## config.mk

```make
export PLATFORM = sky130hd
export DESIGN_NAME = snake_game_ctrl
export DESIGN_NICKNAME = d
export VERILOG_FILES = /design/src/rtl/snake_pkg.sv /design/src/rtl/snake_tick_gen.sv /design/src/rtl/snake_game_ctrl.sv
export SDC_FILE = /design/constraint.sdc
export NUM_CORES = 1
export LEC_CHECK = 0
export ABC_AREA = 1
export BUFFER_PORTS_ARGS = -buffer_cell sky130_fd_sc_hd__clkbuf_2
export CORE_ASPECT_RATIO = 1.25
export CORE_MARGIN = 10
export CORE_UTILIZATION = 29
export CTS_CLUSTER_SIZE = 25
export DETAILED_ROUTE_END_ITERATION = 8
export SYNTH_ARGS = -nofsm -noshare
export SYNTH_HDL_FRONTEND = slang
export SYNTH_SLANG_ARGS = --single-unit
export TNS_END_PERCENT = 1
```

## constraint.sdc

```tcl
create_clock -name clk -period 4.55 [get_ports clk]
set_input_delay 0.2275 -clock clk [delete_from_list [all_inputs] [get_ports clk]]
set_output_delay 0.2275 -clock clk [all_outputs]
set_load 0.02 [all_outputs]
```

## src/rtl/snake_pkg.sv

```systemverilog
// Shared definitions for the snake game sequencer.
//   fsm_t      : internal game states; ST_WAIT is reported externally as ST_RUN
//   DIR_*      : direction codes carried on dir
//   rev_dir    : opposite direction (up<->down, left<->right)
//   bcd_inc    : two-digit BCD increment (callers handle saturation)
package snake_pkg;

  typedef enum logic [2:0] {
    ST_IDLE  = 3'd0,
    ST_RUN   = 3'd1,
    ST_PAUSE = 3'd2,
    ST_OVER  = 3'd3,
    ST_WAIT  = 3'd4
  } fsm_t;

  localparam logic [1:0] DIR_UP    = 2'b00;
  localparam logic [1:0] DIR_DOWN  = 2'b01;
  localparam logic [1:0] DIR_LEFT  = 2'b10;
  localparam logic [1:0] DIR_RIGHT = 2'b11;

  function automatic logic [1:0] rev_dir(input logic [1:0] d);
    return d ^ 2'b01;
  endfunction

  function automatic logic [7:0] bcd_inc(input logic [7:0] v);
    if (v[3:0] == 4'd9) return {v[7:4] + 4'd1, 4'd0};
    else                return {v[7:4], v[3:0] + 4'd1};
  endfunction

endpackage

```

## src/rtl/snake_tick_gen.sv

```systemverilog
// Step-period timer for the snake sequencer.
//   clk, rst_n : clock, async active-low reset
//   run        : count this cycle (held otherwise)
//   restart    : zero the counter and load the period from speed
//   speed      : speed level 0..3, period = TICK_BASE >> speed
//   wrap       : high in the cycle the counter sits at period-1 while running
module snake_tick_gen #(
  parameter logic [23:0] TICK_BASE = 24'd5_000_000
) (
  input  logic       clk,
  input  logic       rst_n,
  input  logic       run,
  input  logic       restart,
  input  logic [1:0] speed,
  output logic       wrap
);

  logic [23:0] cnt;
  logic [23:0] period;

  assign wrap = run && (cnt == period - 24'd1);

  // The period is only reloaded at a wrap (or restart), so a speed change
  // never truncates or stretches the period already in progress.
  always_ff @(posedge clk or negedge rst_n) begin
    if (!rst_n) begin
      cnt    <= '0;
      period <= TICK_BASE;
    end else if (restart || wrap) begin
      cnt    <= '0;
      period <= TICK_BASE >> speed;
    end else if (run) begin
      cnt <= cnt + 24'd1;
    end
  end

endmodule

```

## src/rtl/snake_game_ctrl.sv

```systemverilog
// Snake game sequencer: button events, step scheduling, direction
// arbitration, game state and BCD score.
//   clk, rst_n       : clock, async active-low reset
//   start, esc       : debounced button levels (rising edge = event)
//   up/down/left/right : direction button levels
//   mode             : [1:0] speed level, [5:2] ignored
//   step_done/hit/eat: datapath completion pulse and its flags
//   step, clear      : one-cycle requests to the datapath
//   dir              : committed direction
//   state            : 0 idle, 1 run, 2 pause, 3 over
//   score            : {tens, ones} BCD
module snake_game_ctrl
  import snake_pkg::*;
#(
  parameter logic [23:0] TICK_BASE = 24'd5_000_000,
  parameter logic [7:0]  SCORE_MAX = 8'h99
) (
  input  logic       clk,
  input  logic       rst_n,
  input  logic       start,
  input  logic       esc,
  input  logic       up,
  input  logic       down,
  input  logic       left,
  input  logic       right,
  input  logic [5:0] mode,
  input  logic       step_done,
  input  logic       hit,
  input  logic       eat,
  output logic       step,
  output logic       clear,
  output logic [1:0] dir,
  output logic [1:0] state,
  output logic [7:0] score
);

  fsm_t       st;
  logic [5:0] btn, btn_q, ev;
  logic       ev_start, ev_esc;
  logic       dir_ev;
  logic [1:0] dir_sel;
  logic [1:0] pending;
  logic       esc_lat;
  logic       wrap, run, restart;
  logic       unused_mode;

  assign unused_mode = ^mode[5:2];

  // Edge registers start at 1 so a button held through reset must be
  // released before it can fire.
  assign btn = {start, esc, up, down, left, right};
  always_ff @(posedge clk or negedge rst_n) begin
    if (!rst_n) begin
      btn_q <= '1;
      ev    <= '0;
    end else begin
      btn_q <= btn;
      ev    <= btn & ~btn_q;
    end
  end
  assign ev_start = ev[5];
  assign ev_esc   = ev[4];

  always_comb begin
    dir_ev  = 1'b1;
    dir_sel = DIR_UP;
    if      (ev[3]) dir_sel = DIR_UP;
    else if (ev[2]) dir_sel = DIR_DOWN;
    else if (ev[1]) dir_sel = DIR_LEFT;
    else if (ev[0]) dir_sel = DIR_RIGHT;
    else            dir_ev  = 1'b0;
  end

  assign run     = (st == ST_RUN);
  assign restart = ev_start && (st == ST_IDLE || st == ST_OVER);

  snake_tick_gen #(.TICK_BASE(TICK_BASE)) u_tick (
    .clk     (clk),
    .rst_n   (rst_n),
    .run     (run),
    .restart (restart),
    .speed   (mode[1:0]),
    .wrap    (wrap)
  );

  assign state = (st == ST_WAIT) ? 2'd1 : st[1:0];

  always_ff @(posedge clk or negedge rst_n) begin
    if (!rst_n) begin
      st      <= ST_IDLE;
      step    <= 1'b0;
      clear   <= 1'b0;
      dir     <= DIR_RIGHT;
      pending <= DIR_RIGHT;
      score   <= 8'h00;
      esc_lat <= 1'b0;
    end else begin
      step  <= 1'b0;
      clear <= 1'b0;
      // Reverse check is against the committed direction, not pending.
      if (dir_ev && (st == ST_RUN || st == ST_WAIT || st == ST_PAUSE) &&
          dir_sel != rev_dir(dir))
        pending <= dir_sel;
      case (st)
        ST_IDLE, ST_OVER: begin
          if (ev_start) begin
            clear   <= 1'b1;
            score   <= 8'h00;
            dir     <= DIR_RIGHT;
            pending <= DIR_RIGHT;
            st      <= ST_RUN;
          end else if (ev_esc && st == ST_OVER) begin
            st <= ST_IDLE;
          end
        end
        ST_RUN: begin
          // A step due in the same cycle as esc still goes out; the pause
          // then takes effect once the step completes.
          if (wrap) begin
            step    <= 1'b1;
            dir     <= pending;
            esc_lat <= ev_esc;
            st      <= ST_WAIT;
          end else if (ev_esc) begin
            st <= ST_PAUSE;
          end
        end
        ST_WAIT: begin
          if (ev_esc) esc_lat <= 1'b1;
          if (step_done) begin
            esc_lat <= 1'b0;
            if (hit) begin
              st <= ST_OVER;
            end else begin
              if (eat) score <= (score == SCORE_MAX) ? score : bcd_inc(score);
              st <= (esc_lat || ev_esc) ? ST_PAUSE : ST_RUN;
            end
          end
        end
        ST_PAUSE: begin
          if (ev_start)    st <= ST_IDLE;
          else if (ev_esc) st <= ST_RUN;
        end
        default: st <= ST_IDLE;
      endcase
    end
  end

endmodule

```

# Word-level counts from Yosys, hierarchy flattened

Cells that the tools add are included.

Bits in registers: 78
Bits in latches: 0
RAM bits: 0
ROM bits: 0
Output and inout port bits: 14
Logic and storage cells: 102
Memories kept: 0

Add/subtract/negate cells: 4
Multiply operators: 0
Divide/modulo/power cells: 0
Magnitude comparators: 0
Equality and inequality tests: 19
Shift operators: 1
Mux-type cells: 42
Bitwise logic cells: 3
Reductions and logical operators: 21

Operator list:

| operator              | count |
|---|---|
| $mux 24               | 2 |
| $mux 8                | 6 |
| $add 24x1->24 const B | 1 |
| $eq 24x24->1          | 1 |
| $mux 2                | 12 |
| $shr 23x2->24 const A | 1 |
| $sub 24x1->24 const B | 1 |
| $mux 3                | 7 |
| $pmux 8 s2            | 1 |
| $ne 2x2->1 const B    | 6 |
| $ne 3x3->1 const B    | 4 |
| $pmux 3 s4            | 1 |
| $mux 1                | 11 |
| $add 4x1->4 const B   | 2 |
| $eq 8x8->1 const B    | 1 |
| $reduce_bool 2->1     | 4 |
| $reduce_and 7->1      | 1 |
| $and 6x6->6           | 1 |
| $eq 3x2->1 const B    | 2 |
| $not 6->6             | 1 |
| $reduce_and 3->1      | 2 |
| $reduce_and 6->1      | 1 |
| $logic_and 1x1->1     | 5 |
| $logic_or 1x1->1      | 5 |
| 11 further kinds      | 11 |

# Logic depth before layout (Yosys ltp)

Word-level depth: 9
Mapped depth: 19

# By module

From an unflattened synthesis, not the netlist that was laid out.

Cells, all modules: 582
Area total of the unflattened synthesis: 4271.6 µm²

Modules (own cells, without submodules):

| module          | times used | cells an instance | area each (µm²) |
|---|---|---|---|
| snake_tick_gen  | 1          | 385               | 2712.6 |
| snake_game_ctrl | 1          | 197               | 1559.0 |

# Worst setup path before layout

Ideal clock, no wire load.

Kind: flip-flop to flip-flop
Start point: register u_tick.period[15]
End point: register u_tick.cnt[14]
Setup time: 0.122 ns
Arrival time: 1.966 ns
Required time: 4.428 ns
Setup slack: 2.462 ns
Stages on the path, launching flop included: 19
Buffers on the path: 1
Clock period less this slack: 2.088 ns
Cell sequence: dfrtp_1 -> inv_2 -> ha_1 -> nand2_1 -> nor2_1 -> nand2_1 -> nand2_1 -> nand2_1 -> nor2_1 -> nand2_1 -> nor2_1 -> nand2_1 -> nor2_4 -> nand3_4 -> nand2_4 -> inv_4 -> buf_6 -> nand2_1 -> nor2_1

Longest elaborated chain between the ends: 5
Elaborated cells on any way between the ends: 6

Ends and longest elaborated chain:

| what                                                | line                 | source |
|---|---|---|
| start: declaration                                  | snake_tick_gen.sv:19 | `logic [23:0] period;` |
| start signal: assignment                            | snake_tick_gen.sv:31 | `period <= TICK_BASE >> speed;` |
| $sub 24x1->24 (*)                                   | snake_tick_gen.sv:21 | `assign wrap = run && (cnt == period - 24'd1);` |
| $eq 24x24->1 (*)                                    | snake_tick_gen.sv:21 |  |
| $logic_and 1x1->1 (*)                               | snake_tick_gen.sv:21 |  |
| $logic_or 1x1->1 (*)                                | snake_tick_gen.sv:29 | `end else if (restart \|\| wrap) begin` |
| $mux 24 / $reduce_bool 2->1 (equally long branches) | -                    |  |
| end signal: assignment                              | snake_tick_gen.sv:33 | `cnt <= cnt + 24'd1;` |
| end: declaration                                    | snake_tick_gen.sv:18 | `logic [23:0] cnt;` |

Mark *: on every way between the ends. The rest lies on a longest branch, timed or not.
A chain may end at the register's enable or synchronous reset.

# Worst setup path in the final report

Start point: register u_tick.period[15]
End point: register u_tick.period[16]

Longest elaborated chain between the ends: 4

Ends and longest elaborated chain:

| what              | line |
|---|---|
| $sub 24x1->24     | snake_tick_gen.sv:21 |
| $eq 24x24->1      | snake_tick_gen.sv:21 |
| $logic_and 1x1->1 | snake_tick_gen.sv:21 |
| $logic_or 1x1->1  | snake_tick_gen.sv:29 |

Every way passes these cells.

==> flow_summary.yaml <==
setup_path:
  cp_max_fo: 26
  cp_cell_sequence: "inv_2 > ha_1 > nand2_1 > nor2_1 > nand2_1 > nand2_1 > nand2_1 > nor2_1 > nand2_1 > nor2_1 > nand2_1 > nor2_4 > nand3_4 > nand2_4 > inv_4 > nand2_1 > o21ai_0"
  critical_path.slowest_cell: "dfrtp_1"
  critical-path-top-delay-family: "simple AND/OR/NAND/NOR gates"
  rr_worst_depth: 17
  path_class: "flop to flop"
  cpMostUsedCell: "nand2_1"
  crit_path_start_kind: "flop"
  cp_num_buf_inv: 2
  cp_data_required_time_ns: 4.76
  cp.depth: 17
  cp-end-kind: "flop"
  crit_arrival_ns: 2.89
  max_stage_delay_ns: 0.50
logic_synthesis:
  synthAdderAreaFrac_pct: 3.51
  ys_seq_elements: 66
  synth_top_area_cell: "dfrtp_1"
  syn_area_per_cell_um2: 7.33
  synth_area_leaders: "dfrtp_1, nand2_1, dfstp_2"
  synth_top_area_share_pct: 29.3
  synth_compound_area_share_pct: 7.11
  seq_area_frac_synth_pct: 39.1
  synth_xor_xnor_area_share_pct: 4.92
  synthesis.area_mm2: 0.00428
  synth.distinct_cells: 39
  synth_top_family_by_area: "simple AND/OR/NAND/NOR gates"
  yosys_warnings: 0
  muxShareOfSynthArea_pct: 0
  synth-simple-area-share_pct: 36.6
  syn_nets: 612
  synthCells: 583
clock_tree:
  cts-root-buf: "clkbuf_16"
  cts_buffers: 9
  cts_tree: "built"
  insertion_delay_ns: 0.33
  cts_max_level: 3
  clkSlewWorstSetupHoldPaths_ns: 0.06
  ctsLongestPathBuffers: 2
  postCtsResizedCells: 0
  cts_sinks: 66
final_layout:
  diodes: 0
  final_area_mm2: 0.00493
  layout_common_cells: "nand2_1, inv_1, nor2_1"
  layout_commonest_cell: "nand2_1"
  syn2layout_area_growth_pct: 15.2
  drive_gt1_share_pct: 15.1
  nets: 646
  fill_cells: 1498
sta:
  finClkSkew_ns: 0.00617
  max_freq_ghz: 0.373
  tns_ns: 0
  drv_slew: 0
  tightest_slew_ns: 0.637
  min_period_ns: 2.68
  final_hold_viol_count: 0
  finalSetupViolations: 0
  relSlewSlack_pct: 57.2
  fin_crit_sh_pct: 58.9
  rsz0062_at_grt: "no"
grt:
  antenna_found_initial: 0
  grt_use_total_pct: 11.3
  grt_pass1_vias: 3785
  grt_max_degree: 51
  grt_overflow_total: 0
  grt_pass1_wl_mm: 18.4
placed_design:
  place_hpwl_mm: 8.28
  place_area_mm2: 0.00457
  gp_congestion: 0.861
  portBuffers: 26
power_and_ir_drop:
  power.density_mw_per_mm2: 495
  p_int_mw: 1.42
  p_switching_mw: 1.02
  p_clk_share_pct: 27.4
  leakagePower_nw: 2.38
  power_frac_seq_pct: 36.4
  p_sw_share_pct: 41.7
  combinationalPowerShare_pct: 36.1
  peakVddDrop_mv: 0.406
status:
  status: "finished, final reports clean"
floorplanning:
  io_pins: 31
  rows: 49
  coreArea_mm2: 0.0144
  initial_utilization_pct: 29.7
  die_w_um: 129
  die_y_um: 156
  dieArea_mm2: 0.0200
worst_hold_path:
  holdPathStages: 2
  holdCritPathClass: "input port to flop"
route:
  final_antenna_net_count: 0
  dr.pass1.iters: 4
  first_iter_violations: 160
  vias_per_cell: 4.70
  wl_per_cell_um: 13.5
  drc: 0
  totalWireLength_mm: 10.8
  vias: 3756
run:
  max-cap-violations: 0
## synthesized netlist by cell type (all sizes together)
cell	instances
a211oi	1
a21oi	12
and3	1
buf	10
clkbuf	2
dfrtp	50
dfstp	16
ha	12
inv	79
nand2	167
nand3	38
nand3b	2
nand4	22
nor2	78
nor3	16
nor3b	3
nor4	7
o21a	1
o21ai	38
o221ai	1
o22ai	1
o41ai	1
or2	1
xnor2	7
xor2	17
## kinds of logic after synthesis
logic type,after synthesis
and+or+nand+nor,335
buffers and inverters,91
DFF,66
AOI/OAI and AO/OA,55
xor gates and xnor gates,24
adders and majority gates,12
## cell type report
type | instances | area, µm² | share of cell area, %
Clock buffer | 11 | 253 | 5.13
Tap cell | 178 | 223 | 4.52
Timing Repair Buffer | 35 | 215 | 4.37
Sequential cell | 66 | 1670 | 33.9
Inverter | 79 | 299 | 6.07
Multi-Input combinational cell | 426 | 2230 | 45.2
Clock inverter | 5 | 37.5 | 0.762
## layer usage
| layer | wire length, µm | track usage [%] | vias to the layer above |
|---|---|---|---|
| met5 | 0 | 0 | - |
| met4 | 372 | 5.52 | 0 |
| met3 | 423 | 2.45 | 25 |
| met2 | 5490 | 19.6 | 77 |
| met1 | 4490 | 12.7 | 1715 |
| li1 | - | - | 1939 |
## registers in the layout (all words and copies together) (netlist names)
signal	count
score	8
st	3
pending	2
btn_q	6
step	1
u_tick.cnt	24
dir	2
u_tick.period	12
esc_lat	1
ev	6
clear	1
## power groups by stage
stage	clock network (mW)	logic [mW]	registers, mW
5_1_grt	0.709	1.02	0.906
3_5_place_dp	0	0.883	0.896
3_3_place_gp	0	0.874	0.900
4_1_cts	0.685	0.891	0.887
2_1_floorplan	0	0.719	0.841
6_report	0.670	0.882	0.889
## per-stage QoR
stage	hold WS, ns	cells	utilization [%]	setup WS, ns	total power, mW
finish	0.142	800	34.2	1.87	2.44
global route	0.147	800	34.2	1.54	2.63
CTS	0.126	800	34.2	1.83	2.46
detailed placement	0.179	777	31.7	1.84	1.78
global placement	0.176	777	31.7	1.82	1.77
floorplan	-0.0681	583	-	2.46	1.56
## worst paths after layout
path                                                     from                             to  slack (ns)
worst min register to register             btn_q[4]$_DFF_PN1_                ev[4]$_DFF_PN0_        0.48
min in group asynchronous                               rst_n                clear$_DFF_PN0_        0.35
worst min-delay path                                  mode[0]   u_tick.period[9]$_DFFE_PN1N_        0.14
max in group asynchronous                               rst_n     u_tick.cnt[21]$_DFFE_PN0P_        3.23
worst max-delay path            u_tick.period[15]$_DFFE_PN0N_  u_tick.period[16]$_DFFE_PN0N_        1.87
worst max register to register  u_tick.period[15]$_DFFE_PN0N_  u_tick.period[16]$_DFFE_PN0N_        1.87
## timing repair
item | in CTS | in global routing
hold endpoints to repair | 16 | 0
hold buffers | 7 | 0
buffers inserted | 0 | 0
Note: power is estimated with default switching activity, not from simulation.
